--- src/rtl/img_frame_writer.sv ---
// Packs a valid/ready pixel stream into a DEPTH-entry frame, then pulses start for the rotator.
// start rises one cycle after the last pixel is accepted; pix_ready stays low from launch until rot_done.
module img_frame_writer #(
  parameter int DEPTH  = 48,
  parameter int PIX_W  = 6,
  parameter int ADDR_W = 6
) (
  input  logic                     clk,
  input  logic                     reset,
  input  logic [PIX_W-1:0]         pix_in,
  input  logic                     pix_valid,
  output logic                     pix_ready,
  input  logic                     clear,
  output logic [DEPTH*PIX_W-1:0]   frame_flat,
  output logic                     start,
  input  logic                     rot_done,
  output logic                     busy,
  output logic [ADDR_W-1:0]        pix_count,
  output logic [7:0]               frame_cnt,
  input  logic [ADDR_W-1:0]        rd_addr,
  output logic [PIX_W-1:0]         rd_data
);

  localparam logic [1:0] FILL   = 2'd0;
  localparam logic [1:0] LAUNCH = 2'd1;
  localparam logic [1:0] WAIT   = 2'd2;

  localparam logic [ADDR_W-1:0] LAST_IDX  = ADDR_W'(DEPTH - 1);
  localparam logic [ADDR_W:0]   DEPTH_EXT = (ADDR_W + 1)'(DEPTH);

  logic [1:0]             state;
  logic [DEPTH*PIX_W-1:0] frame_q;
  logic                   accept;

  assign pix_ready  = reset && (state == FILL);
  assign busy       = (state == LAUNCH) || (state == WAIT);
  assign accept     = pix_valid && pix_ready;
  assign frame_flat = frame_q;

  always_ff @(posedge clk) begin
    if (!reset) begin
      state     <= FILL;
      frame_q   <= '0;
      pix_count <= '0;
      frame_cnt <= '0;
      start     <= 1'b0;
    end else begin
      start <= 1'b0;
      case (state)
        FILL: begin
          // clear takes priority: a pixel presented alongside it is dropped
          if (clear) begin
            pix_count <= '0;
          end else if (accept) begin
            frame_q[int'(pix_count)*PIX_W +: PIX_W] <= pix_in;
            pix_count <= pix_count + ADDR_W'(1);
            if (pix_count == LAST_IDX) begin
              state <= LAUNCH;
              start <= 1'b1;
            end
          end
        end
        LAUNCH: begin
          frame_cnt <= frame_cnt + 8'd1;
          state     <= WAIT;
        end
        WAIT: begin
          if (rot_done) begin
            pix_count <= '0;
            state     <= FILL;
          end
        end
        default: state <= FILL;
      endcase
    end
  end

  always_comb begin
    rd_data = '0;
    if ({1'b0, rd_addr} < DEPTH_EXT) rd_data = frame_q[int'(rd_addr)*PIX_W +: PIX_W];
  end

endmodule
--- config.mk ---
export PLATFORM = sky130hd
export DESIGN_NAME = img_frame_writer
export DESIGN_NICKNAME = d
export VERILOG_FILES = /design/src/rtl/img_frame_writer.sv
export SDC_FILE = /design/constraint.sdc
export NUM_CORES = 1
export LEC_CHECK = 0
export ABC_AREA = 1
export BUFFER_PORTS_ARGS = -buffer_cell sky130_fd_sc_hd__buf_4
export CAP_MARGIN = 20
export CORE_UTILIZATION = 39
export CTS_CLUSTER_DIAMETER = 40
export CTS_CLUSTER_SIZE = 28
export DETAILED_ROUTE_END_ITERATION = 10
export SLEW_MARGIN = 20
export SYNTH_ARGS = -nofsm -noshare
export SYNTH_HDL_FRONTEND = slang
export SYNTH_SLANG_ARGS = --single-unit
--- constraint.sdc ---
create_clock -name clk -period 6.9 [get_ports clk]
set_input_delay 0.345 -clock clk [delete_from_list [all_inputs] [get_ports clk]]
set_output_delay 0.345 -clock clk [all_outputs]
set_load 0.02 [all_outputs]
==> impl_metrics.py <==
metrics = {
    "run_status": {
        "status": "complete, no violations",
    },
    "critical_path": {
        "slowest_delay_ns": 0.79,
        "critPathMaxFanout": 56,
        "cp-end-kind": "flop",
        "cp_slowest_cell": "dfxtp_1",
        "path_cells": "ha_1, fa_1, inv_1, nand2_2, nor2_4, nand3_1, nor2_2, inv_1, nor2_1, ha_1, nand2_1, nor2_1, nand2_2, clkinv_1, buf_4, a31oi_1, nand2_1, nand2_1, nor2_1",
        "crit_buf_inv": 4,
        "required_ns": 7.41,
        "start_kind": "flop",
        "arrival_ns": 5.80,
        "cp_top_family": "simple AND/OR/NAND/NOR gates",
        "worst-setup-path-type": "reg2reg",
    },
    "drt": {
        "wl_um": 83700,
        "drc": 0,
        "wl_per_cell_um": 23.7,
        "drt_iter0_drc": 2468,
        "dr.pass1.iters": 6,
        "via_count": 20300,
        "met1_length_um": 33800,
        "viasPerCell": 5.76,
        "met2_length_um": 36200,
        "met3_length_um": 8390,
        "highest_layer": "met5",
        "drtAntennaViolNets": 0,
    },
    "clock_tree": {
        "cts.sinks": 305,
        "cts_resized": 0,
        "cts_tree": "built",
        "clockBufferDepth": 3,
        "clockRootBuffer": "clkbuf_16",
        "clkLatencyLatePin_ns": 0.64,
        "cts_made_buffers": 58,
        "cts_htree_levels": 2,
        "hold_buffers": 0,
        "clk_pin_slew_worst_paths_ns": 0.05,
        "cts_setup_buffers": 0,
    },
    "logic_synthesis": {
        "ys_warn_count": 0,
        "syn-cell-area_um2": 16900,
        "synth_cell_types": 45,
        "synth_area_per_cell_um2": 6.40,
        "syn_inst": 2639,
        "ys_seq_area_share_pct": 36.2,
        "syn_nets": 2672,
        "synth_seq_cells": 305,
    },
    "sta": {
        "setup_tns_ns": 0,
        "fin_crit_sh_pct": 76.7,
        "setup_viol": 0,
        "min_period_ns": 5.29,
        "worst_pin_slew_ns": 1.08,
        "rsz0062_at_grt": "no",
        "fmax_ghz": 0.189,
        "finalClockSkew_ns": 0.0264,
        "hold_violations": 0,
        "relSlewSlack_pct": 26.9,
        "slew_viol_final": 0,
        "holdWs_ns": 0.0413,
    },
    "pwr": {
        "leakage_nw": 9.21,
        "sequentialPowerShare_pct": 22.2,
        "p_int_mw": 4.32,
        "ir_worst_vdd_uv": 348,
        "power.share.clock_pct": 37.7,
        "powerDensity_nw_per_um2": 377,
        "p_switching_mw": 3.88,
        "sw_frac_of_total_pct": 47.3,
        "pwr-share-comb_pct": 40.0,
    },
    "final_layout": {
        "fillCellCount": 4295,
        "drive_above_1_share_pct": 17.5,
        "antennaDiodeCount": 0,
        "syn_to_final_growth_pct": 28.9,
        "nets": 2932,
    },
    "placed_design": {
        "place.gp.congestion": 0.999,
        "hpwl_um": 61800,
        "io_buffers": 327,
    },
    "min_path": {
        "min_path_type": "in2reg",
    },
    "global_route": {
        "grt_overflow": 0,
        "grt_pass1_vias": 18500,
        "grt_first_pass_wirelength_um": 121000,
        "grt_start_max_net_pins": 91,
        "antenna_found_initial": 1,
        "track_usage_pct": 36.9,
    },
    "floorplan": {
        "die_y_um": 210,
        "die-area_um2": 44100,
        "fp-row-count": 75,
        "num_io_pins": 328,
        "die_w_um": 210,
        "coreArea_um2": 42300,
        "start_util_pct": 39.9,
    },
    "job": {
        "max_cap_viol_count": 0,
    },
}
==> power groups by stage <==
| stage | sequential, mW | combinational (mW) | clock, mW |
|---|---|---|---|
| floorplan | 1.85 | 1.88 | 0 |
| global placement | 1.86 | 3.15 | 0 |
| detailed placement | 1.86 | 3.15 | 0 |
| CTS | 1.83 | 3.16 | 3.11 |
| global route | 1.83 | 3.40 | 3.19 |
| finish | 1.82 | 3.28 | 3.09 |
==> worst paths after layout <==
kind | start | to | slack (ns) | cells after the start
min | clear | start | 0.04 | 4
min reg2reg | frame_cnt[7] | frame_cnt[7] | 0.47 | 2
max | pix_count[0] | frame_flat[133] | 1.61 | 19
max reg2reg | pix_count[0] | frame_flat[133] | 1.61 | 19
==> cells in the mapped netlist (all sizes together) <==
library cell    n  area [um^2]
nor2          540         2110
a211oi         46          345
dfxtp         305         6110
nand3b          1         7.51
buf            50          243
a31oi           1         6.26
o21ai         316         1600
clkbuf        100          375
o211ai         41          308
xor2            3         45.1
a21oi         227         1150
nand3         193         1000
inv           259          972
clkinv          5         18.8
nor3b           6         45.0
nor3           29          155
nor4            2         25.0
fa              1         20.0
nand4          62          388
o22ai           5         43.8
ha             15          188
o221ai         12          105
nand2         414         1580
or2             4         25.0
and2            1         7.51
o32ai           1         8.76
==> cell type report <==
type                    count  area, um^2  area share (%)
multi-input cells        1920        9170            42.1
flip-flops and latches    305        6110            28.1
repair buffers            350        2640            12.1
clock buffers              70        1600            7.34
inverters                 264         993            4.56
well taps                 577         722            3.32
clock inverters            38         536            2.46
==> worst min-delay path: stages <==
cell and delay (ns):
buf_4 0.10, nor2_1 0.05, nand2_1 0.06, nor2_1 0.05
==> stage by stage <==
| step | std cells | utilization, % | worst slack, ns | cell area (um^2) | power (mW) |
|---|---|---|---|---|---|
| 2_1_floorplan | 2639 | - | 3.57 | 16900 | 3.74 |
| 3_3_place_gp | 3416 | 46.4 | 1.94 | 19600 | 5.01 |
| 3_5_place_dp | 3416 | 46.4 | 1.72 | 19600 | 5.01 |
| 4_1_cts | 3524 | 51.4 | 1.69 | 21800 | 8.09 |
| 5_1_grt | 3524 | 51.4 | 1.21 | 21800 | 8.43 |
| 6_report | 3524 | 51.4 | 1.61 | 21800 | 8.20 |
==> cell families (layout without fill, tap and decap cells) <==
logic type               count (synthesis)  in the layout  synth area share, %
AND/OR/NAND/NOR                       1252           1252                 31.7
flip-flops                             305            305                 36.2
XOR/XNOR                                 3              3                0.267
AO/OA/AOI/OAI                          649            649                 21.1
buffers and inverters                  414            722                 9.53
adder cells (fa/ha/maj)                 16             16                 1.23
==> placed cells by master (no fill, tap or decap), types with 6 or more instances in the layout <==
cell / synthesis / layout
nor2_1: 524 / 524
nand2_1: 407 / 407
buf_4: 2 / 349
dfxtp_1: 305 / 305
o21ai_0: 302 / 300
inv_1: 246 / 244
a21oi_1: 226 / 226
nand3_1: 187 / 187
nand4_1: 62 / 62
clkbuf_16: 0 / 59
a211oi_1: 46 / 46
o211ai_1: 41 / 41
nor3_1: 27 / 26
inv_2: 13 / 15
ha_1: 15 / 15
o221ai_1: 12 / 12
o21ai_1: 10 / 12
clkinvlp_4: 0 / 10
nor2_2: 9 / 9
bufinv_16: 0 / 9
clkbuf_8: 0 / 8
nand2_2: 6 / 6
nor2_4: 6 / 6
nor3b_1: 6 / 6
==> sequential cells by signal (all words and copies together) (netlist names) <==
| register | cells |
|---|---|
| state | 2 |
| frame_cnt | 8 |
| frame_flat | 288 |
| pix_count | 6 |
| start | 1 |
==> routing by layer <==
| layer | track usage, % | vias up |
|---|---|---|
| met5 | 0 | - |
| met4 | 21.6 | 2 |
| met3 | 6.82 | 221 |
| met2 | 55.9 | 1257 |
| met1 | 49.1 | 9516 |
| li1 | - | 9308 |
(Power assumes the default switching activity.)
